File: src/rtl/key_ctrl_pkg.sv
// Shared types and defaults for the key unlock controller.
// States of the attempt FSM plus default key width, key and fail limit.
package key_ctrl_pkg;

  typedef enum logic [2:0] {
    ST_IDLE,
    ST_SHIFT,
    ST_CHECK,
    ST_APPLY,
    ST_LOCKOUT
  } key_state_t;

  localparam int         KEY_W_DEF      = 8;
  localparam logic [7:0] GOLDEN_KEY_DEF = 8'hA5;
  localparam int         MAX_FAIL_DEF   = 3;

endpackage

File: src/rtl/key_shifter.sv
// Serial-to-parallel key capture: MSB-first shift register and bit counter.
// Ports: clk, rst, clr (load-clear), en (shift-enable), din, value, done.
module key_shifter
  import key_ctrl_pkg::*;
#(
  parameter int KEY_W = KEY_W_DEF
) (
  input  logic             clk,
  input  logic             rst,
  input  logic             clr,
  input  logic             en,
  input  logic             din,
  output logic [KEY_W-1:0] value,
  output logic             done
);

  localparam int CW = $clog2(KEY_W);
  localparam logic [CW-1:0] LAST = CW'(KEY_W - 1);

  logic [CW-1:0] cnt;

  // done is high in the same cycle the final bit is being accepted
  assign done = en && (cnt == LAST);

  always_ff @(posedge clk) begin
    if (rst || clr) begin
      value <= '0;
      cnt   <= '0;
    end else if (en) begin
      value <= {value[KEY_W-2:0], din};
      cnt   <= done ? '0 : cnt + 1'b1;
    end
  end

endmodule

File: src/rtl/key_unlock_ctrl.sv
// Key unlock controller: serial key entry, compare, gated apply, lockout.
// Ports: start/abort/key_bit(_valid)/fsm_idle in; key_out, pulses, status out.
module key_unlock_ctrl
  import key_ctrl_pkg::*;
#(
  parameter int               KEY_W      = KEY_W_DEF,
  parameter logic [KEY_W-1:0] GOLDEN_KEY = KEY_W'(GOLDEN_KEY_DEF),
  parameter int               MAX_FAIL   = MAX_FAIL_DEF
) (
  input  logic                              clk,
  input  logic                              rst,
  input  logic                              start,
  input  logic                              abort,
  input  logic                              key_bit_valid,
  input  logic                              key_bit,
  input  logic                              fsm_idle,
  output logic [KEY_W-1:0]                  key_out,
  output logic                              key_applied,
  output logic                              fail,
  output logic                              lockout,
  output logic                              busy,
  output logic [$clog2(MAX_FAIL+1)-1:0]     fail_cnt
);

  localparam int FW = $clog2(MAX_FAIL + 1);
  localparam logic [FW-1:0] MAXF = FW'(MAX_FAIL);

  key_state_t       state;
  logic [KEY_W-1:0] sr;
  logic             sh_done;
  logic             sh_clr;
  logic             sh_en;
  logic [FW-1:0]    fail_nxt;

  // abort wins over a valid bit in the same cycle
  assign sh_clr = (state == ST_IDLE) && start;
  assign sh_en  = (state == ST_SHIFT) && key_bit_valid && !abort;

  // saturating increment; the lockout path normally stops it first
  assign fail_nxt = (fail_cnt == MAXF) ? fail_cnt : fail_cnt + 1'b1;

  key_shifter #(
    .KEY_W(KEY_W)
  ) u_shifter (
    .clk  (clk),
    .rst  (rst),
    .clr  (sh_clr),
    .en   (sh_en),
    .din  (key_bit),
    .value(sr),
    .done (sh_done)
  );

  always_ff @(posedge clk) begin
    if (rst) begin
      state       <= ST_IDLE;
      key_out     <= '0;
      key_applied <= 1'b0;
      fail        <= 1'b0;
      lockout     <= 1'b0;
      busy        <= 1'b0;
      fail_cnt    <= '0;
    end else begin
      key_applied <= 1'b0;
      fail        <= 1'b0;
      unique case (state)
        ST_IDLE: begin
          if (start) begin
            state <= ST_SHIFT;
            busy  <= 1'b1;
          end
        end
        ST_SHIFT: begin
          if (abort) begin
            state <= ST_IDLE;
            busy  <= 1'b0;
          end else if (sh_done) begin
            state <= ST_CHECK;
          end
        end
        ST_CHECK: begin
          if (sr == GOLDEN_KEY) begin
            state    <= ST_APPLY;
            fail_cnt <= '0;
          end else begin
            fail     <= 1'b1;
            fail_cnt <= fail_nxt;
            busy     <= 1'b0;
            if (fail_nxt == MAXF) begin
              state   <= ST_LOCKOUT;
              lockout <= 1'b1;
              key_out <= '0;
            end else begin
              state <= ST_IDLE;
            end
          end
        end
        ST_APPLY: begin
          if (fsm_idle) begin
            key_out     <= sr;
            key_applied <= 1'b1;
            state       <= ST_IDLE;
            busy        <= 1'b0;
          end
        end
        ST_LOCKOUT: begin
          key_out <= '0;
          lockout <= 1'b1;
          busy    <= 1'b0;
        end
        default: begin
          state <= ST_IDLE;
          busy  <= 1'b0;
        end
      endcase
    end
  end

endmodule

File: config.mk
export PLATFORM = sky130hd
export DESIGN_NAME = key_unlock_ctrl
export DESIGN_NICKNAME = d
export VERILOG_FILES = /design/src/rtl/key_ctrl_pkg.sv /design/src/rtl/key_shifter.sv /design/src/rtl/key_unlock_ctrl.sv
export SDC_FILE = /design/constraint.sdc
export NUM_CORES = 1
export LEC_CHECK = 0
export CORE_MARGIN = 8
export CORE_UTILIZATION = 51
export DETAILED_ROUTE_END_ITERATION = 10
export PLACE_DENSITY = 0.77
export SYNTH_ARGS = -nofsm -noshare
export SYNTH_HDL_FRONTEND = slang
export SYNTH_SLANG_ARGS = --single-unit
File: constraint.sdc
create_clock -name clk -period 1.55 [get_ports clk]
set_input_delay 0.155 -clock clk [delete_from_list [all_inputs] [get_ports clk]]
set_output_delay 0.155 -clock clk [all_outputs]
set_load 0.05 [all_outputs]
Word level (Yosys, flattened, before mapping)
Index checks and enable logic that the tools add are counted.
- $add $sub $neg: 2
- equality and inequality tests: 14
- multiplexer cells: 24
- bitwise logic cells: 3
- reductions and logical operators: 15
- operators with widths (operator ; count):
    8-bit two-way mux ; 3
    8-bit one-hot mux with 3 select lines ; 1
    3-bit two-way mux ; 7
    3-bit one-hot mux with 5 select lines ; 1
    4-bit AND reduction ; 3
    2-bit != test, second input constant ; 5
    8-bit equality test, second input constant ; 1
    1-bit two-way mux ; 8
    3-bit by 2-bit equality test with 1-bit output, second input constant ; 2
    3-bit equality test, second input constant ; 2
    2-bit equality test, second input constant ; 2
    1-bit logical AND ; 4
    2-bit two-way mux ; 2
    1-bit one-hot mux with 4 select lines ; 1
    2-bit OR reduction ; 2
    3-bit by 1-bit adder with 3-bit output, second input constant ; 1
    3-bit by 1-bit equality test with 1-bit output, second input constant ; 1
    3-bit logical NOT ; 1
    3-bit by 2-bit != test with 1-bit output, second input constant ; 1
    1-bit inverter ; 3
    3-bit AND reduction ; 1
    3-bit nonzero test ; 1
    2-bit by 1-bit adder with 2-bit output, second input constant ; 1
    1-bit one-hot mux with 2 select lines ; 1
    3 further kinds ; 3
- bits in registers: 28
- input port bits: 7
- output and inout port bits: 14
- word-level logic and storage cells: 67

Logic depth before layout (Yosys ltp)
- depth in word-level cells: 7
- gate-level depth with buffers: 6
- depth with buffers taken out: 6

Modules after synthesis
A second synthesis with hierarchy kept.
- cells, all modules: 129
- area total of the unflattened synthesis: 1247.4 µm²
- by module, submodules not included (module ; instances ; cells an instance ; area an instance (µm²) ; seq. area each (µm²)):
    key_unlock_ctrl ; 1 ; 88 ; 815.8 ; 340.3
    key_shifter ; 1 ; 41 ; 431.7 ; 220.2

Least setup slack after synthesis
Ideal clock, no wire load.
- path type: flip-flop to flip-flop
- from: register state[1]
- to: register key_out[0]
- setup time: 0.130 ns
- data arrival time: 1.229 ns
- data required time: 1.420 ns
- setup slack: 0.191 ns
- cell stages (with the launch flop): 6
- buffers on the path: 1
- period minus slack after synthesis: 1.359 ns
- path through: dfxtp_1 > buf_6 > nor3b_2 > a21boi_4 > a21oi_4 > mux2i_1
- longest elaborated chain between the ends: 3
- elaborated cells between the ends (all ways): 9
- classes of those cells: eq/ne: 6; mux: 1; reduce/logical: 2
- ends and longest elaborated chain (item ; RTL line ; source):
    start: declaration ; key_unlock_ctrl.sv:28 ; key_state_t state;
    start signal: assignment ; key_unlock_ctrl.sv:56 ; state <= ST_IDLE;
    start signal: assignment ; key_unlock_ctrl.sv:69 ; state <= ST_SHIFT;
    start signal: assignment ; key_unlock_ctrl.sv:75 ; state <= ST_IDLE;
    3-bit by 2-bit equality test with 1-bit output / 3-bit equality test (equally long branches) ; key_unlock_ctrl.sv:66 ; unique case (state)
    2-bit != test (no line) / 3-bit nonzero test (equally long branches) ; n/a ;
    4-bit AND reduction (no line) ; n/a ;
    end signal: assignment ; key_unlock_ctrl.sv:100 ; key_out <= sr;
    end: declaration ; key_unlock_ctrl.sv:17 ; output logic [KEY_W-1:0] key_out,
Several ways; a longest one is shown, not always the timed one.
A chain may end at the register's enable or synchronous reset.

Final worst setup path
- from: register state[2]
- to: register key_out[7]
The elaborated chain is that of the path after synthesis.

==> flow_metrics.env <==
export IMPL_hp_start="key_bit"
export IMPL_layout_area_overhead_vs_synth_pct=26.69
export IMPL_yosys_warnings=0
export IMPL_cp_max_fo=8
export IMPL_post_dp_hpwl_um=2105
export IMPL_number_of_global_route_vias_before_repair=1104
export IMPL_h_tree_depth=1
export IMPL_dp_slack_ns=0.06110
export IMPL_vias=1068
export IMPL_power_per_cell_area_nw_per_um2=866.4
export IMPL_post_synth_inst_count=135
export IMPL_yosysUniqueCellTypes=31
export IMPL_clk_latency_ns=0.33
export IMPL_wire_per_inst_um=14.91
export IMPL_result_of_the_run="finished, final reports clean"
export IMPL_cp_data_arrival_time_ns=1.74
export IMPL_final_setup_tns_ns=0
export IMPL_postCtsSetupBuffers=0
export IMPL_grt_usage_pct=13.97
export IMPL_drc_errors=0
export IMPL_die_height_um=65.36
export IMPL_endpoint_kind="register"
export IMPL_final_period_utilization_pct=95.27
export IMPL_cts_sinks=28
export IMPL_finish_net_count=173
export IMPL_place_gp_congestion=0.7951
export IMPL_floorplan_rows=18
export IMPL_ratio_of_cells_with_drive_above_1_in_the_final_layout_pct=23.93
export IMPL_slew_viol_final=0
export IMPL_tritoncts_num_buffers=3
export IMPL_mostFrequentLayoutCell="dfxtp_1"
export IMPL_layout_common_cells="dfxtp_1, nand2_1, buf_4, a21oi_1"
export IMPL_die_w_um=65.36
export IMPL_grt_first_pass_wirelength_um=4857
export IMPL_drt_antenna_violating_nets=0
export IMPL_finClkSkew_ns=0.006107
export IMPL_placement_io_buffers=20
export IMPL_filler_cell_count=211
export IMPL_vias_per_cell=5.534
export IMPL_setup_viol=0
export IMPL_r2r_end="key_out[7]$_SDFFE_PP0P_"
export IMPL_synthesis_area_um2=1242
export IMPL_hold_viol=0
export IMPL_power_ir_vdd_worst_v=0.0008319
export IMPL_min_delay_worst_endpoint="u_shifter.value[0]$_SDFFE_PP0P_"
export IMPL_num_io_pins=21
export IMPL_tritoncts_clock_tree="built"
export IMPL_rsz0062_at_grt="false"
export IMPL_slew_limit_headroom_pct=76.94
export IMPL_share_of_the_core_filled_with_cells_pct=65.93
export IMPL_timing_hold_worst_path_depth=3
export IMPL_maxcap_violations=0
export IMPL_floorplan_core_area_um2=2387
export IMPL_synthesis_nets=144
export IMPL_hold_bufs_at_cts=0
export IMPL_die_area_um2=4271
export IMPL_clk_path_buf_depth=2
export IMPL_timing_fmax_mhz=677.2
export IMPL_setup_reg_to_reg_worst_slack_ns=0.07
export IMPL_layout_min_cycle_time_ns=1.477
export IMPL_global_route_overflow_total=0
export IMPL_final_critical_path_setup_slack_ns=0.07334
export IMPL_antenna_cell_count=0
export IMPL_multiInputGateArea_um2=641.9
export IMPL_start_util_pct=52.04
export IMPL_first_pass_iters=4
export IMPL_area_sequential_um2=561.8
export IMPL_synth_yosys_seq_area_share_pct=45.12
export IMPL_worstMarginPinSlew_ns=0.3454
export IMPL_clkTransAtPathRegs_ns=0.16
export IMPL_hold_path_class="input pin to register"
export IMPL_routed_wl_um=2877
export IMPL_reg2regPathDepth=5
export IMPL_power_static_leakage_nw=0.6469
export IMPL_cts_root_buf="clkbuf_4"
export IMPL_ys_seq_elements=28
export IMPL_number_of_violations_reported_at_the_end_of_detailed_routing_iteration_0=27
export IMPL_holdWs_ns=0.3877
export IMPL_worst_reg2reg_path_startpoint="state[2]$_SDFFE_PP0P_"
export IMPL_cp_data_required_time_ns=1.82
export IMPL_grt_max_degree=17
export IMPL_worstSetupStartpointType="register"
export IMPL_synth_avg_cell_area_um2=9.203
export IMPL_worst_setup_path_startpoint="state[2]$_SDFFE_PP0P_"
export IMPL_timing_worst_setup_path_type="register to register"
export IMPL_antenna_found_initial=0
-- layer usage --
metal	up-vias	GRT usage [%]	wire length, µm	share of wire, %
met1	510	15.28	1173	41
li1	527	-	-	-
met4	0	5.450	13	0.45
met5	-	0	0	0
met2	29	25.09	1496	52
met3	2	3.571	192	6.7
-- repair_timing --
action / in CTS / in global routing
gates resized for setup: 0 / 2
setup endpoints to repair: 0 / 2
hold endpoints to repair: 0 / 0
-- metrics by stage --
| stage | cells | cell area [µm²] | power (mW) |
|---|---|---|---|
| 2_1_floorplan | 135 | 1242 | 0.8310 |
| 3_3_place_gp | 189 | 1516 | 0.8908 |
| 3_5_place_dp | 189 | 1516 | 0.8963 |
| 4_1_cts | 193 | 1569 | 1.368 |
| 5_1_grt | 193 | 1574 | 1.415 |
| 6_report | 193 | 1574 | 1.364 |
-- synthesized netlist by cell type (all sizes together) --
library cell | count | area, µm²
a21boi | 1 | 18.77
a21oi | 18 | 101.4
a22oi | 1 | 7.510
a32o | 1 | 11.26
and2 | 1 | 6.260
and3 | 1 | 6.260
and3b | 1 | 10.01
and4bb | 2 | 25.02
buf | 3 | 21.27
clkbuf | 4 | 15.01
dfxtp | 28 | 560.5
ha | 2 | 25.02
inv | 1 | 3.750
mux2i | 9 | 90.09
nand2 | 24 | 90.09
nand2b | 10 | 62.56
nand3 | 10 | 50.05
nand3b | 2 | 15.01
nand4b | 1 | 8.760
nor2 | 2 | 7.510
nor2b | 2 | 15.02
nor3 | 2 | 10.01
nor3b | 1 | 12.51
nor4b | 1 | 23.77
o21ai | 2 | 10.01
o31a | 1 | 8.760
o31ai | 1 | 7.510
or3 | 3 | 18.77
-- final cells by class --
class,count,area share (%)
multi-input combinational,99,40.78
sequential,28,35.69
timing repair buffer,31,17.57
tap,30,2.385
clock inverter,1,1.908
clock buffer,3,1.431
inverter,1,0.2385
-- sequential cells by signal, indices dropped and copies added, names as in the netlist --
| name | flops |
|---|---|
| state | 3 |
| key_out | 8 |
| fail_cnt | 2 |
| lockout | 1 |
| u_shifter.cnt | 3 |
| u_shifter.value | 8 |
| fail | 1 |
| busy | 1 |
| key_applied | 1 |
-- cell families (layout without fill, tap and decap cells) --
family                     count (synthesis)  count (layout)  share of synthesized area [%]
adders and majority gates                  2               2                          2.014
DFF                                       28              28                          45.12
AOI/OAI and AO/OA                         25              25                          13.29
and+or+nand+nor                           63              63                          29.10
muxes                                      9               9                          7.251
buffers and inverters                      8              36                          3.222
-- power breakdown --
group	leakage (nW)	switching, mW	internal [mW]	total, mW
clock network	0.0279	0.219	0.261	0.480
logic	0.392	0.0740	0.0697	0.144
registers	0.227	0.0109	0.729	0.740
total	0.647	0.303	1.06	1.36
-- how the worst max path moves through the flow --
| stage | to | slack (ns) | cells after the start |
|---|---|---|---|
| CTS | key_out[0]$_SDFFE_PP0P_ | 0.07 | 5 |
| floorplan | key_out[0]$_SDFFE_PP0P_ | 0.19 | 5 |
| finish | key_out[7]$_SDFFE_PP0P_ | 0.07 | 5 |
| global placement | u_shifter.value[1]$_SDFFE_PP0P_ | 0.09 | 6 |
| detailed placement | state[0]$_SDFFE_PP0P_ | 0.06 | 6 |
| global route | key_out[4]$_SDFFE_PP0P_ | 0.0008 | 5 |
-- worst max-delay path, cell delays in order, from the launching register on --
cell,delay [ns]
dfxtp_1,0.56
nor2b_2,0.10
a32o_2,0.29
a21oi_4,0.14
buf_12,0.15
mux2i_1,0.18
No activity file was read; power rests on OpenSTA's default activity.
